===== src/rtl/operand_issue.sv =====
// Register file and single-issue operand sequencer feeding the execute units.
// Optional retire counter is enabled by defining ISSUE_RETIRE_CNT_EN.
module operand_issue #(
  parameter int unsigned DATA_W     = 4,
  parameter int unsigned NREGS      = 4,
  parameter int unsigned ADDR_W     = 2,
  parameter int unsigned WB_TIMEOUT = 15
) (
  input  logic              clk,
  input  logic              rst_n,
  input  logic              instr_valid,
  output logic              instr_ready,
  input  logic [2:0]        instr_op,
  input  logic [ADDR_W-1:0] instr_rd,
  input  logic [ADDR_W-1:0] instr_rs1,
  input  logic [ADDR_W-1:0] instr_rs2,
  input  logic [DATA_W-1:0] instr_imm,
  output logic [7:0]        op_en,
  output logic [DATA_W-1:0] rd1,
  output logic [DATA_W-1:0] rd2,
  input  logic              wb_valid,
  input  logic [DATA_W-1:0] wb_data,
  output logic              wb_err,
`ifdef ISSUE_RETIRE_CNT_EN
  output logic [7:0]        retire_cnt,
`endif
  output logic              busy
);

  localparam int unsigned EN_W  = 8;
  localparam int unsigned CNT_W = 8;
  localparam logic [2:0]  OP_LOADI = 3'd0;
  localparam logic [2:0]  OP_NOP   = 3'd7;

  typedef enum logic [1:0] {S_IDLE, S_ISSUE, S_WB} state_t;

  state_t              state_q, state_d;
  logic [DATA_W-1:0]   regs_q [NREGS];
  logic [DATA_W-1:0]   regs_d [NREGS];
  logic [ADDR_W-1:0]   rd_q, rd_d;
  logic [DATA_W-1:0]   rd1_q, rd1_d, rd2_q, rd2_d;
  logic [EN_W-1:0]     op_en_q, op_en_d;
  logic [CNT_W-1:0]    cnt_q, cnt_d;
  logic                err_q, err_d;
  logic                ready_q, ready_d;
  logic                busy_q, busy_d;
`ifdef ISSUE_RETIRE_CNT_EN
  logic [7:0]          retire_q, retire_d;
`endif

  // Next-state, register-file writes and registered outputs
  always_comb begin
    state_d = state_q;
    regs_d  = regs_q;
    rd_d    = rd_q;
    rd1_d   = rd1_q;
    rd2_d   = rd2_q;
    op_en_d = '0;
    cnt_d   = cnt_q;
    err_d   = err_q;
`ifdef ISSUE_RETIRE_CNT_EN
    retire_d = retire_q;
`endif
    case (state_q)
      S_IDLE: begin
        if (instr_valid && ready_q) begin
          if (instr_op == OP_LOADI) begin
            regs_d[instr_rd] = instr_imm;
`ifdef ISSUE_RETIRE_CNT_EN
            retire_d = retire_q + 8'(1);
`endif
          end else if (instr_op != OP_NOP) begin
            state_d = S_ISSUE;
            rd_d    = instr_rd;
            rd1_d   = regs_q[instr_rs1];
            rd2_d   = regs_q[instr_rs2];
            op_en_d = EN_W'(1) << instr_op;
          end
        end
      end
      S_ISSUE: begin
        state_d = S_WB;
        cnt_d   = '0;
      end
      S_WB: begin
        if (wb_valid) begin
          regs_d[rd_q] = wb_data;
          state_d      = S_IDLE;
`ifdef ISSUE_RETIRE_CNT_EN
          retire_d = retire_q + 8'(1);
`endif
        end else if (cnt_q == CNT_W'(WB_TIMEOUT - 1)) begin
          // Execute unit never answered: abandon without writing
          err_d   = 1'b1;
          state_d = S_IDLE;
        end else begin
          cnt_d = cnt_q + CNT_W'(1);
        end
      end
      default: state_d = S_IDLE;
    endcase
    ready_d = (state_d == S_IDLE);
    busy_d  = (state_d != S_IDLE);
  end

  always_ff @(posedge clk or negedge rst_n) begin
    if (!rst_n) begin
      state_q <= S_IDLE;
      for (int i = 0; i < NREGS; i++) regs_q[i] <= '0;
      rd_q    <= '0;
      rd1_q   <= '0;
      rd2_q   <= '0;
      op_en_q <= '0;
      cnt_q   <= '0;
      err_q   <= 1'b0;
      ready_q <= 1'b0;
      busy_q  <= 1'b0;
`ifdef ISSUE_RETIRE_CNT_EN
      retire_q <= '0;
`endif
    end else begin
      state_q <= state_d;
      regs_q  <= regs_d;
      rd_q    <= rd_d;
      rd1_q   <= rd1_d;
      rd2_q   <= rd2_d;
      op_en_q <= op_en_d;
      cnt_q   <= cnt_d;
      err_q   <= err_d;
      ready_q <= ready_d;
      busy_q  <= busy_d;
`ifdef ISSUE_RETIRE_CNT_EN
      retire_q <= retire_d;
`endif
    end
  end

  assign instr_ready = ready_q;
  assign op_en       = op_en_q;
  assign rd1         = rd1_q;
  assign rd2         = rd2_q;
  assign wb_err      = err_q;
  assign busy        = busy_q;
`ifdef ISSUE_RETIRE_CNT_EN
  assign retire_cnt  = retire_q;
`endif

endmodule

===== config.mk =====
export PLATFORM = sky130hd
export DESIGN_NAME = operand_issue
export DESIGN_NICKNAME = d
export VERILOG_FILES = /design/src/rtl/operand_issue.sv
export SDC_FILE = /design/constraint.sdc
export NUM_CORES = 1
export LEC_CHECK = 0
export ABC_AREA = 1
export ABC_CLOCK_PERIOD_IN_PS = 1300
export BUFFER_PORTS_ARGS = -buffer_cell sky130_fd_sc_hd__buf_2
export CORE_ASPECT_RATIO = 0.7
export CORE_UTILIZATION = 45
export CTS_CLUSTER_SIZE = 25
export DETAILED_ROUTE_END_ITERATION = 16
export PLACE_DENSITY_LB_ADDON = 0.08
export SYNTH_ARGS = -nofsm -noshare
export SYNTH_HDL_FRONTEND = slang
export SYNTH_SLANG_ARGS = --single-unit

===== constraint.sdc =====
create_clock -name clk -period 1.3 [get_ports clk]
set_clock_uncertainty 0.1 [all_clocks]
set_input_delay 0.26 -clock clk [delete_from_list [all_inputs] [get_ports clk]]
set_output_delay 0.26 -clock clk [all_outputs]
set_load 0.1 [all_outputs]

# --- Word level (Yosys, flattened, before mapping) ---
# Cells that the tools add are included.
# Widths: inputs -> output; s select.
totals:
  input_bits: 21
  output_inout_bits: 19
  wordCells: 78
  ff_bits: 47
op_classes:
  n_lt_le_gt_ge: 6
  shift: 1
  bitwise: 6
  n_reduce_logical: 13
  eq_ne: 9
  add_sub_neg: 1
  mux: 29
op_table:
  columns: ["op", "n"]
  rows:
  - ["$mux 16", 3]
  - ["$mux 8", 6]
  - ["$bwmux 16", 2]
  - ["$pmux 16 s2", 1]
  - ["$mux 4", 6]
  - ["$bmux 4 s2", 2]
  - ["$demux 4 s2", 2]
  - ["$pmux 8 s2", 1]
  - ["$ge 3x3->1 const B", 4]
  - ["$not 2->3", 4]
  - ["$mux 2", 5]
  - ["$ne 2x2->1 const B", 5]
  - ["$add 8x1->8 const B", 1]
  - ["$eq 8x4->1 const B", 1]
  - ["$reduce_and 4->1", 2]
  - ["$shl 1x3->8 const A", 1]
  - ["$lt 3x1->1 const B", 2]
  - ["$pmux 2 s3", 1]
  - ["$reduce_and 3->1", 2]
  - ["$reduce_bool 2->1", 3]
  - ["$logic_not 2->1", 2]
  - ["$logic_and 1x1->1", 3]
  - ["$logic_not 3->1", 1]
  - ["$ne 3x3->1 const B", 1]
  - ["other kinds (3)", 4]

# --- Longest topological paths before layout ---
depth:
  ltp_word: 9
  ltp_mapped: 9
  mapped_depth_nobuf: 9

# --- Worst setup path after synthesis ---
# Ideal clock, no wire load.
synth_timing:
  path_kind: "register to register"
  start: "reg ready_q (netlist: instr_ready)"
  end: "reg rd1_q[0] (netlist: rd1[0])"
  t_required_ps: 1077
  path_stages_with_launch: 9
  arrival_time_ps: 1709
  synth_period_minus_slack_ps: 1932
  n_path_buf: 1
  path_slack_ps: -632
  setup_time_ps: 123
  path_cell_list: "dfrtp_1 nand2_1 inv_1 nand2_1 nor2_1 nand2_2 buf_2 nand2_1 nand2_1"
synth_via:
  elab_chain_len: 2
synth_lines:
  columns: ["item", "line_no", "source"]
  rows:
  - ["start, declared", "45", "logic ready_q, ready_d;"]
  - ["start signal, assigned", "130", "ready_q <= ready_d;"]
  - ["$logic_and 1x1->1", "66", "if (instr_valid && ready_q) begin"]
  - ["$reduce_and 4->1 (no line)", null, null]
  - ["end signal, assigned", "125", "rd1_q <= rd1_d;"]
  - ["end, declared", "41", "logic [DATA_W-1:0] rd1_q, rd1_d, rd2_q, rd2_d;"]
# No other way between the ends.
# A chain may end at the register's enable or synchronous reset.

# --- Final worst setup path ---
layout_timing:
  start: "reg state_q[1]"
  end: "reg regs_q[6] in the netlist's numbering"
layout_via:
  elab_chain_len: 3
  word_cells_on_any_way: 8
  classes_between: "eq/ne: 4; mux: 1; reduce/logical: 3"
layout_lines:
  columns: ["item", "line_no", "source"]
  rows:
  - ["start, declared", "37", "state_t state_q, state_d;"]
  - ["start signal, assigned", "122", "state_q <= state_d;"]
  - ["$eq 2x2->1 or $logic_not 2->1 (tied branches)", "64", "case (state_q)"]
  - ["$ne 2x2->1 (no line) or $reduce_bool 2->1 (tied branches)", null, null]
  - ["$reduce_and 4->1 (no line)", null, null]
  - ["end signal, assigned", "123", "regs_q <= regs_d;"]
  - ["end, declared", "38", "logic [DATA_W-1:0] regs_q [NREGS];"]
# Parallel ways exist; a longest one is shown, timed or not.

==> run_summary.xml <==
<?xml version="1.0" encoding="UTF-8"?>
<metrics>
  <group name="final_layout">
    <metric name="fill_cells" unit="">380</metric>
    <metric name="layout.core_utilization" unit="%">75.46</metric>
    <metric name="antenna-diode-count" unit="">0</metric>
    <metric name="sequential_cell_area" unit="um^2">1157</metric>
    <metric name="multi_input_area" unit="um^2">1528</metric>
    <metric name="drive_above_1_share" unit="%">44.21</metric>
    <metric name="finish.net_count" unit="">454</metric>
    <metric name="mostFrequentLayoutCells" unit="">sky130_fd_sc_hd__nand2_1 (80), sky130_fd_sc_hd__buf_4 (45), sky130_fd_sc_hd__dfrtp_1 (43)</metric>
    <metric name="most_common_cell_after_layout_fill_and_taps_aside" unit="">sky130_fd_sc_hd__nand2_1</metric>
    <metric name="area_growth" unit="%">59.80</metric>
  </group>
  <group name="critical_path">
    <metric name="cp.required" unit="ns">1.39</metric>
    <metric name="cp_cell_sequence" unit="">inv_4 -&gt; nor2_4 -&gt; buf_6 -&gt; nand2_1 -&gt; nand2_2 -&gt; nor2_4 -&gt; nand2_1 -&gt; nand2_1</metric>
    <metric name="cp_common_cell" unit="">sky130_fd_sc_hd__nand2_1</metric>
    <metric name="r2r-end" unit="">regs_q[6]</metric>
    <metric name="critical-path-top-delay-family" unit="">simple AND/OR/NAND/NOR gates</metric>
    <metric name="cp-startpoint" unit="">state_q[1]</metric>
    <metric name="crit-reg2reg-launch" unit="">state_q[1]</metric>
    <metric name="critical_path_cell_count" unit="">8</metric>
    <metric name="worst_setup_path_end_kind" unit="">register</metric>
    <metric name="critical_path.startpoint_type" unit="">register</metric>
    <metric name="cp_max_fanout" unit="">6</metric>
    <metric name="critPathMaxStageDelay" unit="ns">0.44</metric>
    <metric name="timing.setup.critical_path_class" unit="">register to register</metric>
    <metric name="ff2ff_path_depth" unit="">8</metric>
    <metric name="slowest_library_cell_on_the_worst_path" unit="">sky130_fd_sc_hd__dfrtp_2</metric>
    <metric name="timing.reg2reg.setup_slack" unit="ns">-0.19</metric>
    <metric name="timing.critical_path.to" unit="">regs_q[6]</metric>
    <metric name="critical_path.n_buffers_inverters" unit="">2</metric>
    <metric name="arrival" unit="ns">1.58</metric>
  </group>
  <group name="power">
    <metric name="cellLeakagePower" unit="nW">1.898</metric>
    <metric name="worst_ir_drop_vdd" unit="V">0.0009111</metric>
    <metric name="powerDensity" unit="nW/um^2">1997</metric>
  </group>
  <group name="status">
    <metric name="violations" unit="">negative setup slack</metric>
    <metric name="run_status" unit="">finished with violations</metric>
  </group>
  <group name="synthesis">
    <metric name="number_of_cells_produced_by_synthesis" unit="">328</metric>
    <metric name="synth_area_leader_cell" unit="">sky130_fd_sc_hd__dfrtp_1</metric>
    <metric name="netlist-cell-type-count" unit="">28</metric>
    <metric name="largest_cells_by_area_after_synthesis" unit="">sky130_fd_sc_hd__dfrtp_1 (46%), sky130_fd_sc_hd__nand2_1 (16%), sky130_fd_sc_hd__o21ai_0 (6.0%)</metric>
    <metric name="synth-seq-cells" unit="">46</metric>
    <metric name="yosysSeqAreaShare" unit="%">45.89</metric>
    <metric name="synth_top_area_share" unit="%">45.89</metric>
    <metric name="yosysWarnings" unit="">0</metric>
    <metric name="syn_avg_cell_area" unit="um^2">7.648</metric>
    <metric name="post_synthesis_cell_area" unit="um^2">2509</metric>
  </group>
  <group name="hold_path">
    <metric name="min-delay-start" unit="">wb_valid</metric>
    <metric name="timing.hold.worst_path_depth" unit="">2</metric>
    <metric name="worstHoldPathType" unit="">input pin to register</metric>
  </group>
  <group name="detailed_routing">
    <metric name="iter_0_drt_violations" unit="">234</metric>
    <metric name="final_antenna_net_count" unit="">0</metric>
    <metric name="detail_route.wirelength" unit="um">7689</metric>
    <metric name="vias" unit="">2671</metric>
    <metric name="drcViolationCount" unit="">0</metric>
    <metric name="drt-vias-per-instance" unit="">5.300</metric>
    <metric name="detail_route.first_pass.iterations" unit="">4</metric>
    <metric name="wl_per_cell" unit="um">15.26</metric>
  </group>
  <group name="sta">
    <metric name="totalNegativeSetupSlack" unit="ns">-5.836</metric>
    <metric name="maxClockFrequency" unit="MHz">670.4</metric>
    <metric name="setup-violations-final" unit="">43</metric>
    <metric name="timing_hold_violations_final" unit="">0</metric>
    <metric name="final.period_utilization" unit="%">114.7</metric>
    <metric name="layout_min_cycle_time" unit="ns">1.492</metric>
    <metric name="rsz_0062_raised_after_global_routing" unit="">yes</metric>
    <metric name="drv_slew" unit="">0</metric>
    <metric name="postLayoutSetupSlackWorst" unit="ns">-0.1916</metric>
  </group>
  <group name="global_routing">
    <metric name="grt_pass1_wl" unit="um">11860</metric>
    <metric name="grt-ovfl-total" unit="">0</metric>
    <metric name="grt_max_degree" unit="">47</metric>
    <metric name="number_of_antenna_violations_at_the_first_check_in_global_routing" unit="">0</metric>
    <metric name="global_route.usage.total" unit="%">26.27</metric>
    <metric name="met2_usage" unit="%">40.15</metric>
    <metric name="grt_use_met1" unit="%">38.88</metric>
    <metric name="global_route.peak_usage_layer" unit="">met2</metric>
    <metric name="grtUsageMet3" unit="%">3.873</metric>
    <metric name="via_count_of_the_first_global_routing_pass" unit="">2455</metric>
  </group>
  <group name="die">
    <metric name="die_x" unit="um">91.24</metric>
    <metric name="start_util" unit="%">47.22</metric>
    <metric name="floorplan.rows" unit="">22</metric>
    <metric name="core-area" unit="um^2">5313</metric>
    <metric name="dieHeight" unit="um">64.47</metric>
    <metric name="design.portCount" unit="">40</metric>
    <metric name="floorplan.die_area" unit="um^2">5882</metric>
  </group>
  <group name="placed_design">
    <metric name="hpwl_after_detailed_placement" unit="um">4890</metric>
    <metric name="io_buffers" unit="">38</metric>
    <metric name="finalWeightedCongestion" unit="">0.9357</metric>
  </group>
  <group name="clock_tree">
    <metric name="cts.root.buffer_cell" unit="">sky130_fd_sc_hd__clkbuf_8</metric>
    <metric name="htreeDepth" unit="">2</metric>
    <metric name="max-clock-path-buffers" unit="">2</metric>
    <metric name="path_clk_slew" unit="ns">0.09</metric>
    <metric name="cts-buffers-inserted" unit="">5</metric>
    <metric name="clock-sinks" unit="">46</metric>
    <metric name="clock_latency" unit="ns">0.30</metric>
    <metric name="clock_tree_from_tritoncts" unit="">yes</metric>
  </group>
  <group name="run">
    <metric name="max_cap_viol_count" unit="">0</metric>
  </group>
</metrics>
==> final cells by class <==
| type | instances | area share (%) |
|---|---|---|
| Clock inverter | 2 | 0.9363 |
| Multi-Input combinational cell | 247 | 38.11 |
| Inverter | 31 | 3.152 |
| Tap cell | 72 | 2.247 |
| Clock buffer | 6 | 1.810 |
| Timing Repair inverter | 1 | 0.1873 |
| Timing Repair Buffer | 99 | 24.69 |
| Sequential cell | 46 | 28.87 |
==> state kept, by name (all words and copies together), names as in the netlist <==
signal       flops
regs_q          16
cnt_q            8
op_en            7
rd1              4
rd2              4
rd_q             2
state_q          2
busy             1
instr_ready      1
wb_err           1
==> metal layers <==
metal	share of wire [%]	vias to the layer above
met4	2.5	0
met1	47	1255
met3	6.5	21
li1	-	1286
met2	45	109
met5	0	-
==> cell usage after synthesis (all sizes together) <==
| library cell | n |
|---|---|
| nand2 | 112 |
| dfrtp | 46 |
| o21ai | 35 |
| inv | 31 |
| nor2 | 24 |
| nand3 | 21 |
| a21oi | 16 |
| o22ai | 12 |
| o21a | 8 |
| buf | 5 |
| nor3 | 5 |
| clkbuf | 2 |
| ha | 2 |
| nand4 | 2 |
| nor4 | 2 |
| xnor2 | 2 |
| conb | 1 |
| o31ai | 1 |
| xor2 | 1 |
==> per-stage QoR <==
stage                     hold slack, ns  area [um^2]  instances  power (mW)  worst slack [ns]
after detailed placement          0.1573         3428        484       5.919           -0.1802
after global routing              0.1450         4009        504       8.387           -0.2498
after global placement            0.1615         3428        484       5.873           -0.1765
final                             0.1613         4009        504       8.006           -0.1916
after CTS                         0.1258         3837        500       7.566           -0.1449
after floorplan                  -0.1356         2535        329       4.384           -0.1943
==> worst min path at each step <==
stage | to
after floorplan | busy
after global placement | op_en[5]
after detailed placement | op_en[5]
after CTS | wb_err
after global routing | wb_err
final | wb_err
==> power breakdown <==
group	internal, mW	switching [mW]	leakage, nW	total (mW)
sequential	1.84	0.400	0.606	2.24
combinational	1.85	2.85	1.24	4.70
clock	0.574	0.492	0.0514	1.07
==> what timing repair did <==
action / CTS / global route
gates cloned: 2 / 1
gates resized for setup: 68 / 33
pin swaps: 23 / 19
setup endpoints to repair: 39 / 47
buffers inserted: 5 / 4
endpoints found under the hold margin: 46 / 0
hold buffers: 1 / 0
==> cell families (layout without fill, tap and decap cells) <==
family,after synthesis,count (layout),share of synthesized area [%]
and+or+nand+nor,166,168,28.83
buffers and inverters,38,139,6.783
adders and majority gates,2,2,0.9973
other,1,2,0.1495
DFF,46,46,45.89
xor gates and xnor gates,3,3,1.048
AOI/OAI and AO/OA,72,72,16.31
(Power assumes the default switching activity.)
